$ cat src/rtl/if_fetch_stage.sv
// rtl/if_fetch_stage.sv - RV32 fetch stage: single-outstanding imem reads, 1-entry skid, IF/ID register
// Optional early JAL redirect from predecode: define IF_JAL_PREDECODE_EN.
module if_fetch_stage #(
    parameter logic [31:0] RESET_PC  = 32'h0000_0000,
    parameter logic [31:0] NOP_INSTR = 32'h0000_0013
) (
    input  logic        clk,
    input  logic        rst,
    output logic        imem_req_valid,
    output logic [31:0] imem_req_addr,
    input  logic        imem_req_ready,
    input  logic        imem_rsp_valid,
    input  logic [31:0] imem_rsp_data,
    input  logic        redirect_valid,
    input  logic [31:0] redirect_pc,
    input  logic        id_stall,
    output logic        if_id_valid,
    output logic [31:0] if_id_instr,
    output logic [31:0] if_id_pc,
    output logic [6:0]  if_id_opcode,
    output logic        if_id_pred_taken
);
    typedef enum logic [1:0] {S_REQ, S_WAIT, S_DROP} state_t;

    state_t      state_q, state_d;
    logic [31:0] pc_q, pc_d;
    logic [31:0] req_pc_q, req_pc_d;
    logic        skid_valid_q, skid_valid_d;
    logic [31:0] skid_instr_q, skid_instr_d;
    logic [31:0] skid_pc_q, skid_pc_d;
    logic        skid_pred_q, skid_pred_d;
    logic        ifid_valid_q, ifid_valid_d;
    logic [31:0] ifid_instr_q, ifid_instr_d;
    logic [31:0] ifid_pc_q, ifid_pc_d;
    logic        ifid_pred_q, ifid_pred_d;

    logic        req_fire;
    logic        rsp_take;
    logic        ifid_free;
    logic        w_pred;
    logic [31:0] w_target;

    assign imem_req_valid = (state_q == S_REQ) && !skid_valid_q && !rst;
    assign imem_req_addr  = pc_q;
    assign req_fire       = imem_req_valid && imem_req_ready;
    assign rsp_take       = (state_q == S_WAIT) && imem_rsp_valid;
    assign ifid_free      = !ifid_valid_q || !id_stall;

`ifdef IF_JAL_PREDECODE_EN
    assign w_pred   = (imem_rsp_data[6:0] == 7'b1101111);
    assign w_target = req_pc_q + {{11{imem_rsp_data[31]}}, imem_rsp_data[31], imem_rsp_data[19:12],
                                  imem_rsp_data[20], imem_rsp_data[30:21], 1'b0};
`else
    assign w_pred   = 1'b0;
    assign w_target = req_pc_q + 32'd4;
`endif

    always_comb begin
        state_d      = state_q;
        pc_d         = pc_q;
        req_pc_d     = req_pc_q;
        skid_valid_d = skid_valid_q;
        skid_instr_d = skid_instr_q;
        skid_pc_d    = skid_pc_q;
        skid_pred_d  = skid_pred_q;
        ifid_valid_d = ifid_valid_q;
        ifid_instr_d = ifid_instr_q;
        ifid_pc_d    = ifid_pc_q;
        ifid_pred_d  = ifid_pred_q;

        case (state_q)
            S_REQ: begin
                if (req_fire) begin
                    state_d  = S_WAIT;
                    req_pc_d = pc_q;
                    pc_d     = pc_q + 32'd4;
                end
            end
            S_WAIT:  if (imem_rsp_valid) state_d = S_REQ;
            S_DROP:  if (imem_rsp_valid) state_d = S_REQ;
            default: state_d = S_REQ;
        endcase

        if (rsp_take && w_pred) pc_d = w_target;

        // A held skid word is always older than any new response, so it drains first.
        if (ifid_free) begin
            if (skid_valid_q) begin
                ifid_valid_d = 1'b1;
                ifid_instr_d = skid_instr_q;
                ifid_pc_d    = skid_pc_q;
                ifid_pred_d  = skid_pred_q;
                skid_valid_d = 1'b0;
            end else if (rsp_take) begin
                ifid_valid_d = 1'b1;
                ifid_instr_d = imem_rsp_data;
                ifid_pc_d    = req_pc_q;
                ifid_pred_d  = w_pred;
            end else begin
                ifid_valid_d = 1'b0;
            end
        end else if (rsp_take) begin
            skid_valid_d = 1'b1;
            skid_instr_d = imem_rsp_data;
            skid_pc_d    = req_pc_q;
            skid_pred_d  = w_pred;
        end

        // A request still in flight after a redirect must have its response swallowed in DROP.
        if (redirect_valid) begin
            ifid_valid_d = 1'b0;
            skid_valid_d = 1'b0;
            pc_d         = {redirect_pc[31:2], 2'b00};
            if ((state_q == S_WAIT && !imem_rsp_valid) || (state_q == S_REQ && req_fire))
                state_d = S_DROP;
            else
                state_d = S_REQ;
        end
    end

    always_ff @(posedge clk or posedge rst) begin
        if (rst) begin
            state_q      <= S_REQ;
            pc_q         <= RESET_PC;
            req_pc_q     <= RESET_PC;
            skid_valid_q <= 1'b0;
            skid_instr_q <= NOP_INSTR;
            skid_pc_q    <= 32'd0;
            skid_pred_q  <= 1'b0;
            ifid_valid_q <= 1'b0;
            ifid_instr_q <= NOP_INSTR;
            ifid_pc_q    <= 32'd0;
            ifid_pred_q  <= 1'b0;
        end else begin
            state_q      <= state_d;
            pc_q         <= pc_d;
            req_pc_q     <= req_pc_d;
            skid_valid_q <= skid_valid_d;
            skid_instr_q <= skid_instr_d;
            skid_pc_q    <= skid_pc_d;
            skid_pred_q  <= skid_pred_d;
            ifid_valid_q <= ifid_valid_d;
            ifid_instr_q <= ifid_instr_d;
            ifid_pc_q    <= ifid_pc_d;
            ifid_pred_q  <= ifid_pred_d;
        end
    end

    assign if_id_valid      = ifid_valid_q;
    assign if_id_instr      = ifid_valid_q ? ifid_instr_q : NOP_INSTR;
    assign if_id_pc         = ifid_pc_q;
    assign if_id_opcode     = if_id_instr[6:0];
    assign if_id_pred_taken = ifid_pred_q;

endmodule

$ cat config.mk
export PLATFORM = sky130hd
export DESIGN_NAME = if_fetch_stage
export DESIGN_NICKNAME = d
export VERILOG_FILES = /design/src/rtl/if_fetch_stage.sv
export SDC_FILE = /design/constraint.sdc
export NUM_CORES = 1
export LEC_CHECK = 0
export BUFFER_PORTS_ARGS = -buffer_cell sky130_fd_sc_hd__buf_2
export CAP_MARGIN = 20
export CORE_MARGIN = 1.5
export CORE_UTILIZATION = 59
export DETAILED_ROUTE_END_ITERATION = 7
export GPL_TIMING_DRIVEN = 0
export PLACE_DENSITY = 0.85
export SLEW_MARGIN = 20
export SYNTH_ARGS = -nofsm -noshare
export SYNTH_HDL_FRONTEND = slang
export SYNTH_SLANG_ARGS = --single-unit
$ cat constraint.sdc
create_clock -name clk -period 20.3 [get_ports clk]
set_clock_uncertainty 0.05 [all_clocks]
set_input_delay 4.06 -clock clk [delete_from_list [all_inputs] [get_ports clk]]
set_output_delay 4.06 -clock clk [all_outputs]
set_load 0.02 [all_outputs]
==> metrics <==
count of flip-flops with a built-in enable after synthesis=0; share of Yosys cell area claimed by the top area cell type=a little over half; RSZ-0062 raised after global routing=no; Synth async-reset ratio=between 90% and 100%; share of power burned in combinational logic=a little over a fifth; WL final=20.4 mm; TritonCTS clock tree=yes; final-report max-slew violation count=0; Longest Clk Path Bufs=2; starting utilization of the core area=just over 60%; post-synthesis sequential element count=roughly 190; final hold slack=0.455 ns; number of endpoints with negative hold slack in the final report=0; design internal power=a little under 800 uW; Fill cells=1001; register clock-pin slew on the reported worst setup and hold paths=roughly 0.06 ns; IO Port Bufs=approximately 170; GRT Overall Usage=between 20% and 30%; critical path class=input pin to output pin; root cell of the clock tree=clkbuf_16; endpoint required time on the critical path=~16 ns; worst path arrival time=~4.6 ns; actual transition at the worst max-transition pin=approximately 0.78 ns; overall via count from detail_route=~6700; DIE WIDTH=approximately 120 um; Pwr Density=110 nW/um^2; Final setup viols=0; Synth area leaders=dfrtp_1, mux2_2, mux2i_1; Crit Path Max Fanout=4; highest attainable clock frequency=approximately 110 MHz; largest net degree at the start of global routing=between 100 and 150; height of the chip=between 100 and 150 um; number of warning messages in the yosys log=0; layout cell share with drive strength beyond 1=28.1%; Via density=between 5 and 6; Sum Neg Setup Slack=0 ns; hold path depth=1; DRC Markers=0; result of the run=finished, final reports clean; antenna violation net count after detailed routing=0; library cell occupying the most area in the post-synthesis netlist=dfrtp_1; diode count=0; number of cells traversed by the worst register-to-register path=6; number of standard-cell rows in the floorplan=43; Critical Path End Type=output pin; worst slew margin relative to its limit=~48%; sequential fraction of the synthesis area=55.4%; CTS buffer count=17; clock insertion delay at the later pin of the skew report=about 0.43 ns; number of buffers added to fix hold violations after cts=0; count of nets after finishing=1069; number of gates resized after CTS=0; Wirelength per Cell=roughly 17 um; commonest register cell after synthesis=dfrtp_1; H-Tree Level Count=4; count of pins on the block boundary=around 180; grt total ovfl=0; minimum clock period=8.75 ns; drt first-iter violations=562; Cell Area, Synth=between 8000 and 9000 sq um; via count of the first global-routing pass=between 6000 and 7000; sequential share of power=approximately 47%; layout overhead on the synthesized area=20.4%; class of the tightest hold or removal check=register to register; worst-case register-to-register setup slack=~17 ns; weighted congestion reported at the end of routability-driven placement=0.851; placed wire-length estimate after detailed placement=14.0 mm; core outline area=14000 sq um; first-pass GRT wire length=around 33 mm; worst-case vdd ir drop=between 0.00007 and 0.00008 V; Post-Synthesis Cells=about 800; initial antenna violation count=1; max-cap check violation count=0; Final Cycle Share=approximately 43%; Die Area=~15000 sq um; critical path startpoint category=input pin; count of TritonRoute iterations in the first routing pass=5; Synth Area per Inst=10.6 sq um; switching portion of total power=between 30% and 40%; Clock power frac=between 30% and 40%; clk sink count=between 150 and 200; number of buffers inserted by post-CTS setup repair=0; leakage power=4.84 nW; Distinct cells, synth=36; power dissipated by switching net loads=~350 uW
==> cell usage in the layout (no fill, tap or decap), types with 19 or more instances in the layout <==
master and instances:
dfrtp_1 182, buf_2 172, nand2_1 103, nor2_1 80, a21oi_1 67, mux2i_1 63, mux2_2 62, clkbuf_1 39
and2_1 34, or4_1 19
==> per-stage QoR <==
step	cells	power, mW	instance area [sq um]	setup slack, ns	util, %
3_5_place_dp	1157	0.780	9620	11.51	68.8
5_1_grt	1187	1.18	10200	11.50	73.2
3_3_place_gp	1156	0.764	9590	9.09	68.5
6_report	1187	1.12	10200	11.55	73.2
4_1_cts	1187	1.13	10200	11.51	73.2
2_1_floorplan	808	0.681	8520	11.09	-
==> Yosys cell counts, types with 2 or more instances <==
master and instances:
o21ai_0 17, o31ai_1 15, inv_1 11, dfrtp_1 182, nand3_1 15, buf_2 4
mux2_2 62, buf_4 12, o211ai_1 3, nor2_1 80, nand2b_1 4, nand4_1 12
mux2i_1 63, xor2_1 4, and2_1 34, nor3_1 2, or4_1 19, and4_1 4
ha_1 3, nand2_1 103, clkbuf_1 38, a31oi_1 17, a21oi_1 67, dfstp_2 6
and3_1 5, buf_1 9, xnor2_1 4
==> final cells by class <==
cell class	instances	area (sq um)	share of cell area, %
clock inverters	6	108	1.05
plain buffers	63	287	2.80
clock buffers	24	512	5.00
flip-flops and latches	188	4710	46.0
multi-input cells	546	3480	34.0
repair buffers	169	868	8.48
inverters	11	48.8	0.476
well taps	180	225	2.20
==> state kept, by name (all words and copies together) (netlist names) <==
register and count:
if_id_pc 30, if_id_valid 1, ifid_instr_q 32, imem_req_addr 30
req_pc_q 30, skid_instr_q 32, skid_pc_q 30, skid_valid_q 1
state_q 2
==> cell families after synthesis <==
group	share of synthesized area, %
adder cells (fa/ha/maj)	0.441
AND/OR/NAND/NOR	15.7
flip-flops	55.4
other	0.0441
XOR/XNOR	0.824
AO/OA/AOI/OAI	8.09
buffers and inverters	3.85
multiplexers	15.6
==> power groups by stage <==
stage          registers [mW]  clock network, mW  logic, mW
3_3_place_gp            0.529                  0      0.235
3_5_place_dp            0.536                  0      0.244
6_report                0.531              0.345      0.246
5_1_grt                 0.542              0.361      0.274
4_1_cts                 0.530              0.347      0.248
2_1_floorplan           0.562                  0      0.120
==> worst max-delay path, cell delays in order <==
cell and delay, ns:
buf_2 0.15, nor3_1 0.21, buf_2 0.21
==> routing by layer <==
layer,global-route usage [%],wire length [um],up-vias
met2,47.4,9990,272
met1,37.8,8750,3238
li1,-,-,3168
met4,9.99,421,2
met5,0,13,-
met3,4.66,1230,40
==> path summary, 6_finish.rpt <==
path,startpoint,end
max,rst,imem_req_valid
min,skid_instr_q[8],skid_instr_q[8]
max reg2reg,skid_valid_q,ifid_instr_q[16]
min reg2reg,skid_instr_q[8],skid_instr_q[8]
max in group asynchronous,rst,ifid_instr_q[0]
min in group asynchronous,rst,imem_req_addr[8]
No activity file was read; power rests on OpenSTA's default activity.
